`config.mk`:
```
export PLATFORM = sky130hd
export DESIGN_NAME = mux_rr_arb
export DESIGN_NICKNAME = d
export VERILOG_FILES = /design/src/rtl/mux_rr_arb.sv
export SDC_FILE = /design/constraint.sdc
export NUM_CORES = 1
export LEC_CHECK = 0
export ABC_AREA = 1
export CAP_MARGIN = 10
export CORE_AREA = 2 2 455 457
export CTS_BUF_LIST = sky130_fd_sc_hd__clkbuf_8
export CTS_CLUSTER_SIZE = 20
export DETAILED_ROUTE_END_ITERATION = 7
export DIE_AREA = 0 0 457 459
export GPL_TIMING_DRIVEN = 0
export HOLD_SLACK_MARGIN = 0.06
export SYNTH_ARGS = -nofsm -noshare
export SYNTH_HDL_FRONTEND = slang
export SYNTH_SLANG_ARGS = --single-unit
export TNS_END_PERCENT = 10
```
`constraint.sdc`:
```
create_clock -name clk_i -period 7.4 [get_ports clk_i]
set_input_delay 1.48 -clock clk_i [delete_from_list [all_inputs] [get_ports clk_i]]
set_output_delay 1.48 -clock clk_i [all_outputs]
set_load 0.005 [all_outputs]
```
`src/rtl/mux_rr_arb.sv`:
```
// Registered N-to-1 mux with valid/ready handshake, fixed-select or round-robin grant.
// Define MUX_RR_PKT_LOCK_EN to keep multi-beat packets from one channel together.
module mux_rr_arb #(
   parameter int unsigned N  = 32,
   parameter int unsigned W  = 32,
   parameter int unsigned SW = $clog2(N)
) (
   input  logic           clk_i,
   input  logic           rst_ni,
   input  logic           mode_i,
   input  logic [SW-1:0]  sel_i,
   input  logic [N*W-1:0] d_i,
   input  logic [N-1:0]   valid_i,
   input  logic [N-1:0]   last_i,
   output logic [N-1:0]   ready_o,
   output logic [W-1:0]   y_o,
   output logic           valid_o,
   output logic           last_o,
   output logic [SW-1:0]  sel_o,
   input  logic           ready_i
);

   logic          le;
   logic          xfer;
   logic          grant_valid;
   logic [SW-1:0] cand;
   logic [SW-1:0] ptr_q;
   logic          rr_found;
   logic [SW-1:0] rr_idx;
   logic [SW-1:0] k_idx;

`ifdef MUX_RR_PKT_LOCK_EN
   typedef enum logic {UNLOCKED, LOCKED} lock_state_e;
   lock_state_e   lock_state_q, lock_state_d;
   logic [SW-1:0] lock_ch_q, lock_ch_d;
`endif

   assign le = !valid_o | ready_i;

   // Round-robin search starting just after the last granted channel.
   always_comb begin
      rr_found = 1'b0;
      rr_idx   = '0;
      k_idx    = '0;
      for (int i = 1; i <= int'(N); i++) begin
         k_idx = SW'((32'(ptr_q) + 32'(i)) % N);
         if (!rr_found && valid_i[k_idx]) begin
            rr_found = 1'b1;
            rr_idx   = k_idx;
         end
      end
   end

   // Candidate selection; an active lock overrides mode and select.
   always_comb begin
      cand        = rr_idx;
      grant_valid = rr_found;
      if (!mode_i) begin
         cand        = sel_i;
         grant_valid = (32'(sel_i) < N) && valid_i[sel_i];
      end
`ifdef MUX_RR_PKT_LOCK_EN
      if (lock_state_q == LOCKED) begin
         cand        = lock_ch_q;
         grant_valid = valid_i[lock_ch_q];
      end
`endif
   end

   // Reset gating keeps any beat from being accepted while rst_ni is low.
   assign xfer    = rst_ni & le & grant_valid;
   assign ready_o = xfer ? (N'(1) << cand) : '0;

   always_ff @(posedge clk_i or negedge rst_ni) begin
      if (!rst_ni) begin
         y_o     <= '0;
         valid_o <= 1'b0;
         last_o  <= 1'b0;
         sel_o   <= '0;
         ptr_q   <= SW'(N - 1);
      end else if (xfer) begin
         y_o     <= d_i[32'(cand)*W +: W];
         valid_o <= 1'b1;
         last_o  <= last_i[cand];
         sel_o   <= cand;
         ptr_q   <= cand;
      end else if (le) begin
         valid_o <= 1'b0;
      end
   end

`ifdef MUX_RR_PKT_LOCK_EN
   always_ff @(posedge clk_i or negedge rst_ni) begin
      if (!rst_ni) begin
         lock_state_q <= UNLOCKED;
         lock_ch_q    <= '0;
      end else begin
         lock_state_q <= lock_state_d;
         lock_ch_q    <= lock_ch_d;
      end
   end

   always_comb begin
      lock_state_d = lock_state_q;
      lock_ch_d    = lock_ch_q;
      case (lock_state_q)
         UNLOCKED: if (xfer && !last_i[cand]) begin
            lock_state_d = LOCKED;
            lock_ch_d    = cand;
         end
         LOCKED: if (xfer && last_i[cand]) lock_state_d = UNLOCKED;
         default: lock_state_d = UNLOCKED;
      endcase
   end
`endif

endmodule

```
==> metrics.md <==
| Metric | Value |
|---|---|
| Num rows | 167 |
| Fmax | 124.6 MHz |
| Area contributors post-synth | nand2_1, nand3_1, dfrtp_1 |
| RSZ-0062 raised after global routing | yes |
| Share of cells above drive strength 1 | 14.35% |
| Clk root buf | clkbuf_8 |
| Yosys warns | 0 |
| Origin of the critical flop-to-flop path | ptr_q[1] |
| Gpl congestion | 1.009 |
| I/O pin count | approximately 1,200 |
| Clock latency on the worst-skew pair | 0.38 ns |
| Final setup violation count | 33 |
| Total GRT Usage | approximately a quarter |
| Initial Utilization | 9.135% |
| CP startpoint | valid_i[21] |
| Post-CTS Hold Fix Bufs | 0 |
| Vias in the first global route | 32,060 |
| Hold wc startpoint | sel_o[2] |
| Crit path max fanout | 4 |
| Die Span Y | 459 um |
| Pre-CTS setup slack | -3.709 ns |
| Antenna viol nets, final | 0 |
| Final hold vios | 0 |
| Die area | roughly 210,000 um2 |
| Syn_nets | 5,214 |
| Crit path largest cell delay | about 0.25 ns |
| Worst-path clk slew | approximately 0.11 ns |
| Core box area | about 210,000 um2 |
| Final worst-path cycle share | 108.5% |
| Share of the synthesized area in the top cell type | 49.66% |
| Final #Nets | around 6,500 |
| CTS sink count | 44 |
| Max-slew headroom | a little over a tenth |
| Status | finished, violations left |
| Total gr overflow | 0 |
| Routed wire per std cell | around 32 um |
| Avg Synthesized Cell Area | 4.576 um2 |
| Drt initial violations | 3,545 |
| Critical Path AT | 6.55 ns |
| Most instantiated library cell after synthesis | nand2_1 |
| CP most frequent cell | nand4_1 |
| Cells after Synth | 4,104 |
| Cts bufs inserted | 5 |
| Critical-path top delay cell | clkdlybuf4s15_2 |
| Die Wd | 457 um |
| Worst Reg-to-Reg Cells | 42 |
| Post-synth ARST share | 100.0% |
| Vias per cell | 4.204 |
| Cell area after synthesis | 18,780 um2 |
| Initial antenna violation count | 140 |
| CTS tree | built |
| CP Launch Type | primary input |
| Final setup TNS | -14.48 ns |
| Worst-Margin Slew | between 1 and 1.5 ns |
| Failing checks | design-rule violations, negative setup slack |
| Routed Wire Length | ~270 mm |
| Count of buffers from port buffering | approximately 1,200 |
| First-pass GRT wire length | 329.5 mm |
| Flops & latches, synth | 44 |
| Clock Skew | approximately 0.026 ns |
| Number of enable flip-flop cells after synthesis | 0 |
| Hold depth | 2 |
| Area leader, netlist | nand2_1 |
| Hold Crit Class | flop to flop |
| Placed wire-length estimate | ~230 mm |
| Synth Flop Type | dfrtp_1 |
| Vias | roughly 34,000 |
| MaxCap Viol Count | 0 |
| Most instantiated cells after synthesis | nand2_1, nand3_1, inv_1 |
| Largest net degree at the start of global routing | 34 |
| Remaining DRCs | 6 |
| PnR worst setup slack | -0.6261 ns |
| Cell variety after synth | 53 |
| Endpoint class of the critical path | primary output |
| Depth of the CTS H-tree | 2 |
| Sequential-to-total area share from yosys stat | 5.896% |
| Filler Cell Count | 24,190 |
| CTS Buffer Depth | 2 |
| Slew Limit Fails | 0 |
| CP Class | primary input to primary output |
| Fin crit period | 8.026 ns |
| DRT Pass-1 Iters | 8 |
| Area delta synth->final | 100.0% |
| CP Data Required Time | 5.92 ns |
state kept, by name, summed over array words and instances, names as in the netlist:
| register | cells |
|---|---|
| ptr_q | 5 |
| sel_o | 5 |
| y_o | 32 |
| valid_o | 1 |
| last_o | 1 |
routing by layer:
metal	vias up	share of wire, %	track usage (%)
met2	1959	47	40.98
met4	88	3.7	6.949
met1	16260	40	29.30
met5	-	0.22	0
li1	15750	-	-
met3	367	9.0	6.865
metrics by stage:
| step | hold slack (ns) | instance area, um2 | std cells | utilization (%) |
|---|---|---|---|---|
| 6_report | 0.4956 | 37570 | 8188 | 18.27 |
| 5_1_grt | 0.5238 | 37510 | 8164 | 18.24 |
| 4_1_cts | 0.4980 | 36510 | 8091 | 17.76 |
| 3_5_place_dp | 0.4698 | 33860 | 7974 | 16.47 |
| 3_3_place_gp | 0.4712 | 33820 | 7972 | 16.45 |
| 2_1_floorplan | 0.4726 | 18780 | 4104 | - |
final cells by class:
| cell class | count | area (um2) | share of cell area, % |
|---|---|---|---|
| Antenna cell | 54 | 135.1 | 0.3597 |
| Inverter | 120 | 494.2 | 1.316 |
| Multi-Input combinational cell | 3643 | 17220 | 45.83 |
| Clock inverter | 3 | 46.29 | 0.1232 |
| Buffer | 294 | 2223 | 5.918 |
| Timing Repair Buffer | 1321 | 12890 | 34.32 |
| Clock buffer | 5 | 68.82 | 0.1832 |
| Sequential cell | 44 | 1107 | 2.948 |
| Tap cell | 2704 | 3383 | 9.006 |
critical path, delay by kind of cell:
| family | cells | cell delay (ns) |
|---|---|---|
| AND/OR/NAND/NOR | 23 | 3.09 |
| AO/OA/AOI/OAI | 1 | 0.24 |
| buffers and inverters | 13 | 1.63 |
logic make-up after synthesis:
kind of cell,after synthesis,synth area share [%]
DFF,44,5.896
buffers and inverters,417,11.64
adders and majority gates,13,0.8661
xor gates and xnor gates,20,1.133
AOI/OAI and AO/OA,130,4.184
and+or+nand+nor,3480,76.28
cell usage in the layout (no fill, tap or decap), types with 24 or more instances in the layout:
master           netlist  layout
dfrtp_1               39      39
inv_1                111      97
clkdlybuf4s50_1        0    1099
clkdlybuf4s15_2        0      28
nand3_2                3      98
nand2_2                4      75
nand3_4                0      41
buf_4                 48     182
clkbuf_2               0      24
a21oi_1               31      30
clkbuf_1              87      58
buf_2                106     102
diode_2                0      54
nand2_1             2485    2407
o21ai_0               55      41
nor2_1               105      80
buf_6                 36      57
nand3_1              825     689
path summary, 6_finish.rpt:
kind	to	slack [ns]
min reg2reg	sel_o[2]	0.50
max reg2reg	y_o[4]	0.04
min	sel_o[2]	0.50
max in group asynchronous	y_o[3]	5.85
min in group asynchronous	valid_o	1.01
max	ready_o[7]	-0.63
timing repair:
item	4_1_cts	5_1_grt
buffers inserted	110	44
setup endpoints to repair	76	65
cloned	2	0
pin swaps	114	89
gates resized for setup	579	194
Power is left out: the tool's default activity adds up to more than one toggle a clock period on the data nets, which glitch-free logic cannot reach.
